<file path="config.mk">
export PLATFORM = sky130hd
export DESIGN_NAME = atm_bank_responder_flat
export DESIGN_NICKNAME = d
export VERILOG_FILES = /design/src/rtl/atm_pkg.sv /design/src/rtl/atm_bank_responder_if.sv /design/src/rtl/atm_acct_lookup.sv /design/src/rtl/atm_bank_responder.sv /design/src/flat_wrapper.sv
export SDC_FILE = /design/constraint.sdc
export NUM_CORES = 1
export LEC_CHECK = 0
export CORE_MARGIN = 3
export CORE_UTILIZATION = 46
export DETAILED_ROUTE_END_ITERATION = 8
export PLACE_DENSITY_LB_ADDON = 0.2
export SKIP_CTS_REPAIR_TIMING = 1
export SLEW_MARGIN = 20
export SYNTH_ARGS = -nofsm -noshare
export SYNTH_HDL_FRONTEND = slang
export SYNTH_HIERARCHICAL = 1
export SYNTH_SLANG_ARGS = --single-unit
</file>
<file path="constraint.sdc">
create_clock -name clk -period 6.01 [get_ports clk]
set_clock_uncertainty 0.2 [all_clocks]
set_input_delay 1.803 -clock clk [delete_from_list [all_inputs] [get_ports clk]]
set_output_delay 1.803 -clock clk [all_outputs]
set_load 0.03 [all_outputs]
</file>
<file path="src/rtl/atm_pkg.sv">
// Shared types and constants for the ATM bank responder and its helpers.
package atm_pkg;

  localparam int CARD_W   = 8;
  localparam int PIN_W    = 4;
  localparam int OP_W     = 2;
  localparam int STATUS_W = 3;

  typedef enum logic [OP_W-1:0] {
    OP_VERIFY   = 2'd0,
    OP_BALANCE  = 2'd1,
    OP_DEPOSIT  = 2'd2,
    OP_WITHDRAW = 2'd3
  } op_t;

  typedef enum logic [STATUS_W-1:0] {
    ST_OK       = 3'd0,
    ST_BAD_CARD = 3'd1,
    ST_BAD_PIN  = 3'd2,
    ST_LOCKED   = 3'd3,
    ST_NO_FUNDS = 3'd4,
    ST_OVERFLOW = 3'd5
  } status_t;

  typedef enum logic [1:0] {
    S_IDLE   = 2'd0,
    S_LOOKUP = 2'd1,
    S_EXEC   = 2'd2,
    S_RESP   = 2'd3
  } state_t;

endpackage

</file>
<file path="src/rtl/atm_bank_responder_if.sv">
// Request/response handshake between the ATM controller (master) and the bank responder (slave).
interface atm_bank_responder_if #(
  parameter int BAL_W = 5
);
  import atm_pkg::*;

  logic                req_valid;
  logic                req_ready;
  logic [CARD_W-1:0]   req_card;
  logic [PIN_W-1:0]    req_pin;
  logic [OP_W-1:0]     req_op;
  logic [BAL_W-1:0]    req_amount;

  logic                resp_valid;
  logic                resp_ready;
  logic [STATUS_W-1:0] resp_status;
  logic [BAL_W-1:0]    resp_balance;

  modport master (
    output req_valid, req_card, req_pin, req_op, req_amount, resp_ready,
    input  req_ready, resp_valid, resp_status, resp_balance
  );

  modport slave (
    input  req_valid, req_card, req_pin, req_op, req_amount, resp_ready,
    output req_ready, resp_valid, resp_status, resp_balance
  );

endinterface

</file>
<file path="src/rtl/atm_acct_lookup.sv">
// Combinational priority match of a card number against the account table.
// The lowest matching entry wins; card 0 never matches anything.
module atm_acct_lookup
  import atm_pkg::*;
#(
  parameter int NUM_ACCTS = 4,
  parameter int IDX_W     = 2
) (
  input  logic [CARD_W-1:0]                 key,
  input  logic [NUM_ACCTS-1:0][CARD_W-1:0]  cards,
  output logic                              hit,
  output logic [IDX_W-1:0]                  idx
);

  // Scan from the top entry down so the lowest matching index is the last one written
  always_comb begin
    hit = 1'b0;
    idx = '0;
    for (int i = NUM_ACCTS - 1; i >= 0; i--) begin
      if ((key != '0) && (cards[i] == key)) begin
        hit = 1'b1;
        idx = IDX_W'(i);
      end
    end
  end

endmodule

</file>
<file path="src/rtl/atm_bank_responder.sv">
// Bank-side responder: authenticates one ATM request at a time against an
// on-chip account table, applies it and returns a status with the new balance.
module atm_bank_responder
  import atm_pkg::*;
#(
  parameter int  NUM_ACCTS = 4,
  parameter int  BAL_W     = 5,
  parameter int  MAX_TRIES = 3,
  localparam int IDX_W     = (NUM_ACCTS > 1) ? $clog2(NUM_ACCTS) : 1
) (
  input  logic                clk,
  input  logic                rst,
  atm_bank_responder_if.slave bus,
  input  logic                cfg_we,
  input  logic [IDX_W-1:0]    cfg_idx,
  input  logic [CARD_W-1:0]   cfg_card,
  input  logic [PIN_W-1:0]    cfg_pin,
  input  logic [BAL_W-1:0]    cfg_bal,
  output logic                busy
);

  localparam int FAIL_W = $clog2(MAX_TRIES + 1);

  state_t state_q, state_d;

  logic [NUM_ACCTS-1:0][CARD_W-1:0] card_q;
  logic [NUM_ACCTS-1:0][PIN_W-1:0]  pin_q;
  logic [NUM_ACCTS-1:0][BAL_W-1:0]  bal_q;
  logic [NUM_ACCTS-1:0][FAIL_W-1:0] fails_q;
  logic [NUM_ACCTS-1:0]             locked_q;

  logic [CARD_W-1:0] card_l;
  logic [PIN_W-1:0]  pin_l;
  op_t               op_l;
  logic [BAL_W-1:0]  amount_l;

  logic              lk_hit;
  logic [IDX_W-1:0]  lk_idx;
  logic              hit_q;
  logic [IDX_W-1:0]  idx_q;

  logic              accept;
  logic              cfg_write;

  logic [BAL_W-1:0]  cur_bal;
  logic [PIN_W-1:0]  cur_pin;
  logic [FAIL_W-1:0] cur_fails;
  logic              cur_lock;
  logic [FAIL_W-1:0] fails_inc;
  logic [BAL_W:0]    sum;

  status_t           ex_status;
  logic [BAL_W-1:0]  ex_balance;
  logic [BAL_W-1:0]  ex_bal_new;
  logic [FAIL_W-1:0] ex_fails_new;
  logic              ex_lock_new;

  logic              resp_valid_q;
  status_t           resp_status_q;
  logic [BAL_W-1:0]  resp_balance_q;

  // Provisioning beats requests in IDLE, and nothing is accepted while reset is held
  assign bus.req_ready = (state_q == S_IDLE) && !cfg_we && !rst;
  assign accept        = bus.req_valid && bus.req_ready;
  assign cfg_write     = (state_q == S_IDLE) && cfg_we;
  assign busy          = (state_q != S_IDLE);

  assign bus.resp_valid   = resp_valid_q;
  assign bus.resp_status  = resp_status_q;
  assign bus.resp_balance = resp_balance_q;

  atm_acct_lookup #(
    .NUM_ACCTS (NUM_ACCTS),
    .IDX_W     (IDX_W)
  ) u_lookup (
    .key   (card_l),
    .cards (card_q),
    .hit   (lk_hit),
    .idx   (lk_idx)
  );

  // FSM state register
  always_ff @(posedge clk or posedge rst) begin
    if (rst) state_q <= S_IDLE;
    else     state_q <= state_d;
  end

  // FSM next-state: one request walks IDLE -> LOOKUP -> EXEC -> RESP and back
  always_comb begin
    state_d = state_q;
    case (state_q)
      S_IDLE:   if (accept) state_d = S_LOOKUP;
      S_LOOKUP: state_d = S_EXEC;
      S_EXEC:   state_d = S_RESP;
      S_RESP:   if (bus.resp_ready) state_d = S_IDLE;
      default:  state_d = S_IDLE;
    endcase
  end

  // Capture the whole request on the handshake so the ATM may change its bus afterwards
  always_ff @(posedge clk or posedge rst) begin
    if (rst) begin
      card_l   <= '0;
      pin_l    <= '0;
      op_l     <= OP_VERIFY;
      amount_l <= '0;
    end else if (accept) begin
      card_l   <= bus.req_card;
      pin_l    <= bus.req_pin;
      op_l     <= op_t'(bus.req_op);
      amount_l <= bus.req_amount;
    end
  end

  // Register the lookup result so EXEC works from a stable entry index
  always_ff @(posedge clk or posedge rst) begin
    if (rst) begin
      hit_q <= 1'b0;
      idx_q <= '0;
    end else if (state_q == S_LOOKUP) begin
      hit_q <= lk_hit;
      idx_q <= lk_idx;
    end
  end

  // Decide the outcome of the latched request against the selected entry
  always_comb begin
    cur_bal      = bal_q[idx_q];
    cur_pin      = pin_q[idx_q];
    cur_fails    = fails_q[idx_q];
    cur_lock     = locked_q[idx_q];
    fails_inc    = cur_fails + FAIL_W'(1);
    sum          = {1'b0, cur_bal} + {1'b0, amount_l};
    ex_status    = ST_OK;
    ex_balance   = cur_bal;
    ex_bal_new   = cur_bal;
    ex_fails_new = cur_fails;
    ex_lock_new  = cur_lock;
    if (!hit_q) begin
      ex_status  = ST_BAD_CARD;
      ex_balance = '0;
    end else if (cur_lock) begin
      ex_status = ST_LOCKED;
    end else if (pin_l != cur_pin) begin
      ex_status    = ST_BAD_PIN;
      ex_fails_new = fails_inc;
      ex_lock_new  = (fails_inc == FAIL_W'(MAX_TRIES));
    end else begin
      ex_fails_new = '0;
      case (op_l)
        OP_VERIFY, OP_BALANCE: ex_status = ST_OK;
        OP_DEPOSIT: begin
          if (sum[BAL_W]) begin
            ex_status = ST_OVERFLOW;
          end else begin
            ex_bal_new = sum[BAL_W-1:0];
            ex_balance = sum[BAL_W-1:0];
          end
        end
        OP_WITHDRAW: begin
          if (amount_l > cur_bal) begin
            ex_status = ST_NO_FUNDS;
          end else begin
            ex_bal_new = cur_bal - amount_l;
            ex_balance = cur_bal - amount_l;
          end
        end
        default: ex_status = ST_OK;
      endcase
    end
  end

  // Account table: provisioning in IDLE, outcome committed at the end of EXEC
  always_ff @(posedge clk or posedge rst) begin
    if (rst) begin
      card_q   <= '0;
      pin_q    <= '0;
      bal_q    <= '0;
      fails_q  <= '0;
      locked_q <= '0;
    end else if (cfg_write) begin
      card_q[cfg_idx]   <= cfg_card;
      pin_q[cfg_idx]    <= cfg_pin;
      bal_q[cfg_idx]    <= cfg_bal;
      fails_q[cfg_idx]  <= '0;
      locked_q[cfg_idx] <= 1'b0;
    end else if ((state_q == S_EXEC) && hit_q) begin
      bal_q[idx_q]    <= ex_bal_new;
      fails_q[idx_q]  <= ex_fails_new;
      locked_q[idx_q] <= ex_lock_new;
    end
  end

  // Response registers: loaded leaving EXEC, held through RESP until the ATM takes them
  always_ff @(posedge clk or posedge rst) begin
    if (rst) begin
      resp_valid_q   <= 1'b0;
      resp_status_q  <= ST_OK;
      resp_balance_q <= '0;
    end else if (state_q == S_EXEC) begin
      resp_valid_q   <= 1'b1;
      resp_status_q  <= ex_status;
      resp_balance_q <= ex_balance;
    end else if ((state_q == S_RESP) && bus.resp_ready) begin
      resp_valid_q   <= 1'b0;
    end
  end

endmodule

</file>
<file path="src/flat_wrapper.sv">
// flat-port wrapper written by rule: the top's interface ports become plain ports
module atm_bank_responder_flat import atm_pkg::*;
#(
  parameter int  NUM_ACCTS = 4,
  parameter int  BAL_W     = 5,
  parameter int  MAX_TRIES = 3,
  localparam int IDX_W     = (NUM_ACCTS > 1) ? $clog2(NUM_ACCTS) : 1
)
  (clk, rst, cfg_we, cfg_idx, cfg_card, cfg_pin, cfg_bal, busy, bus_req_valid, bus_req_card, bus_req_pin, bus_req_op, bus_req_amount, bus_resp_ready, bus_req_ready, bus_resp_valid, bus_resp_status, bus_resp_balance);
  atm_bank_responder_if #(.BAL_W(BAL_W)) bus_i ();
  input  logic clk;
  input  logic rst;
  input  logic cfg_we;
  input  logic [IDX_W-1:0] cfg_idx;
  input  logic [CARD_W-1:0] cfg_card;
  input  logic [PIN_W-1:0] cfg_pin;
  input  logic [BAL_W-1:0] cfg_bal;
  output logic busy;
  input wire logic [$bits(bus_i.req_valid)-1:0] bus_req_valid;
  input wire logic [$bits(bus_i.req_card)-1:0] bus_req_card;
  input wire logic [$bits(bus_i.req_pin)-1:0] bus_req_pin;
  input wire logic [$bits(bus_i.req_op)-1:0] bus_req_op;
  input wire logic [$bits(bus_i.req_amount)-1:0] bus_req_amount;
  input wire logic [$bits(bus_i.resp_ready)-1:0] bus_resp_ready;
  output wire logic [$bits(bus_i.req_ready)-1:0] bus_req_ready;
  output wire logic [$bits(bus_i.resp_valid)-1:0] bus_resp_valid;
  output wire logic [$bits(bus_i.resp_status)-1:0] bus_resp_status;
  output wire logic [$bits(bus_i.resp_balance)-1:0] bus_resp_balance;
  assign bus_i.req_valid = bus_req_valid;
  assign bus_i.req_card = bus_req_card;
  assign bus_i.req_pin = bus_req_pin;
  assign bus_i.req_op = bus_req_op;
  assign bus_i.req_amount = bus_req_amount;
  assign bus_i.resp_ready = bus_resp_ready;
  assign bus_req_ready = bus_i.req_ready;
  assign bus_resp_valid = bus_i.resp_valid;
  assign bus_resp_status = bus_i.resp_status;
  assign bus_resp_balance = bus_i.resp_balance;
  atm_bank_responder #(.NUM_ACCTS(NUM_ACCTS), .BAL_W(BAL_W), .MAX_TRIES(MAX_TRIES)) u_core (.clk(clk), .rst(rst), .bus(bus_i), .cfg_we(cfg_we), .cfg_idx(cfg_idx), .cfg_card(cfg_card), .cfg_pin(cfg_pin), .cfg_bal(cfg_bal), .busy(busy));
endmodule
</file>
==> results_dict.tcl <==
set metrics [dict create \
    die_area_um2 14320 \
    coreArea_um2 12310 \
    end_kind "output pin" \
    setup_tns_ns 0 \
    root_buffer "clkbuf_16" \
    cts_buffers 17 \
    min_to "u_core/pin_q[8]" \
    area_delta_synth_final_pct 21.02 \
    fmax_mhz 188.6 \
    clockBufferDepth 2 \
    critPathBufInv 2 \
    power.leakage_nw 3.027 \
    r2r_start "u_core/idx_q[1]" \
    initial_core_util 0.4826 \
    seq_area_frac_synth 0.4759 \
    path_clk_slew_ns 0.05 \
    syn_inst 558 \
    die_w_um 119.7 \
    cap_viol_max_count 0 \
    holdPathStages 2 \
    fill_cells 1082 \
    postRouteWirelength_mm 14.78 \
    drv_slew 0 \
    ant_nets 0 \
    drt_iter0_drc 350 \
    grt_pass1_vias 4544 \
    crit_path_start_kind "primary input" \
    finish.utilization 0.5840 \
    crit_required_ns 4.01 \
    worst_slew_pin_slew_ns 0.9793 \
    synthFlopType "dfrtp_1" \
    rsz0062_at_grt "no" \
    gr-total-overflow 0 \
    r2r_cells 8 \
    r2r_end "u_core/bal_q[19]" \
    synth.area.top_cells "dfrtp_1 48%, mux2_2 8.0%, nand2_1 6.2%" \
    via_count 4421 \
    grt_use_met2 0.3644 \
    cp_top_family "buffers and inverters" \
    syn_avg_cell_area_um2 10.65 \
    post-dp-hpwl_mm 10.19 \
    rrSetupSlack_ns 2.09 \
    busiest_layer "met2" \
    arrival_ns 3.30 \
    antenna_found_initial 0 \
    synth_commonest_cells "113 x dfrtp_1, 98 x nand2_1, 42 x mux2_2" \
    rows 40 \
    met1_usage 0.2763 \
    io_buffers 53 \
    yosys.area.top_type "dfrtp_1" \
    drive_above_1_share 0.1701 \
    min_from "u_core/pin_q[8]" \
    ys_warn_count 6 \
    ys_types 57 \
    htree_levels 4 \
    synth_area_um2 5942 \
    nNetsFinal 672 \
    drc 0 \
    worstSetupStartpoint "cfg_we" \
    critPathKind "primary input to output pin" \
    synthArstFlopShare 1.000 \
    cts_tree "done" \
    synth-edff-count 0 \
    synth_nets 620 \
    critical_path.cell_chain "clkdlybuf4s50_1, nor3_1, clkdlybuf4s50_1" \
    grt_pass1_wl_mm 24.14 \
    period_share 0.8823 \
    finalHoldViolations 0 \
    insertion_delay_ns 0.41 \
    gp_congestion 0.8758 \
    irDropWorstVdd_mv 0.3030 \
    avgRoutedWirePerCell_um 18.68 \
    die_h_um 119.7 \
    crit_fanout 5 \
    cp_common_cell "clkdlybuf4s50_1" \
    yosysTopAreaCellShare 0.4759 \
    vias_per_cell 5.589 \
    hp-class "register to register" \
    fin_crit_ns 5.303 \
    status "completed" \
    dr.pass1.iters 5 \
    p_per_area_nw_per_um2 562.2 \
    ys_ff_latch 113 \
    slowest_stage "clkdlybuf4s50_1" \
    grt_use_met3 0.05278 \
    post-place-ws_ns 0.7323 \
    diodes 0 \
    grt_max_degree 52 \
    ioPinCount 54 \
    layout_setup_ws_ns 0.7072 \
    synth_most_common_cell "dfrtp_1" \
    track_usage 0.2171 \
    cts.sinks 113 \
    relSlewSlack 0.3452 \
    setup_viol 0 \
    max_stage_delay_ns 0.73 \
]
-- worst max path at each step --
stage	endpoint	slack, ns	cells past startpoint
floorplan	u_core/amount_l[0]	1.02	1
global placement	bus_req_ready	0.80	3
detailed placement	bus_req_ready	0.73	3
CTS	bus_req_ready	0.73	3
global route	bus_req_ready	0.69	3
finish	bus_req_ready	0.71	3
-- final cells by class --
| cell class | count | area [um2] | share of cell area |
|---|---|---|---|
| Clock buffer | 19 | 452.9 | 0.06299 |
| Clock inverter | 13 | 137.6 | 0.01914 |
| Inverter | 27 | 103.9 | 0.01444 |
| Multi-Input combinational cell | 391 | 2875 | 0.3999 |
| Sequential cell | 113 | 2828 | 0.3932 |
| Tap cell | 168 | 210.2 | 0.02923 |
| Timing Repair Buffer | 60 | 583.1 | 0.08109 |
-- state kept, by name (all words and copies together), names as in the netlist, 3 cells and up --
register / count
u_core/card_q: 32
u_core/fails_q: 8
u_core/bal_q: 20
u_core/card_l: 8
u_core/bus.resp_status: 3
u_core/amount_l: 5
u_core/pin_q: 16
u_core/bus.resp_balance: 5
u_core/locked_q: 4
u_core/pin_l: 4
-- worst register-to-register path: stages, from the launching register on --
cell and delay (ns):
dfrtp_1 0.88, mux4_2 0.49, ha_1 0.47, nor2b_1 0.22
a211oi_1 0.12, o311a_1 0.40, or4_1 0.56, a22oi_2 0.33
o21ai_1 0.13
-- cells in the final DEF, fill, tap and decap left out, drive strengths merged, types with 3 or more instances in the layout --
cell type	instances
dfrtp	113
nand2	98
clkdlybuf4s50	53
mux2	42
xnor2	40
o21ai	36
inv	27
a22oi	21
clkbuf	19
a21oi	17
ha	17
nor2	17
o22ai	13
mux4	11
nand4	11
nor3	8
nand2b	7
buf	7
clkinvlp	6
clkinv	5
nor2b	4
o2bb2ai	3
nand3	3
o32ai	3
and2	3
nor4	3
or4	3
-- routing by layer --
layer / wire length, um / share of wire
met1: 6498 / 0.44
met2: 7297 / 0.49
met3: 720 / 0.049
met4: 259 / 0.018
met5: 0 / 0
-- report_power, final --
group,total [W],internal [W],switching [W]
Combinational,0.00168,0.000795,0.000881
Clock,0.000988,0.000629,0.000358
Sequential,0.00138,0.00109,0.000293
-- through the flow --
| step | area (um2) | std cells | hold slack (ns) | total power, W |
|---|---|---|---|---|
| after floorplan | 5942 | 558 | 0.2403 | 0.002637 |
| after global placement | 6599 | 759 | 0.2536 | 0.002990 |
| after detailed placement | 6599 | 759 | 0.2627 | 0.003039 |
| after CTS | 7189 | 791 | 0.2765 | 0.004048 |
| after global routing | 7191 | 791 | 0.2984 | 0.004302 |
| final | 7191 | 791 | 0.2754 | 0.004043 |
-- kinds of logic (layout without fill, tap and decap cells) --
kind of cell / Yosys count / count (layout) / share of synthesized area
simple gates: 166 / 166 / 0.1310
flops: 113 / 113 / 0.4759
compound gates: 112 / 112 / 0.1240
mux: 54 / 54 / 0.1230
buf+inv: 54 / 119 / 0.04211
xor+xnor: 40 / 40 / 0.06149
fa+ha+maj: 19 / 19 / 0.04253
No activity file was read; power rests on OpenSTA's default activity.
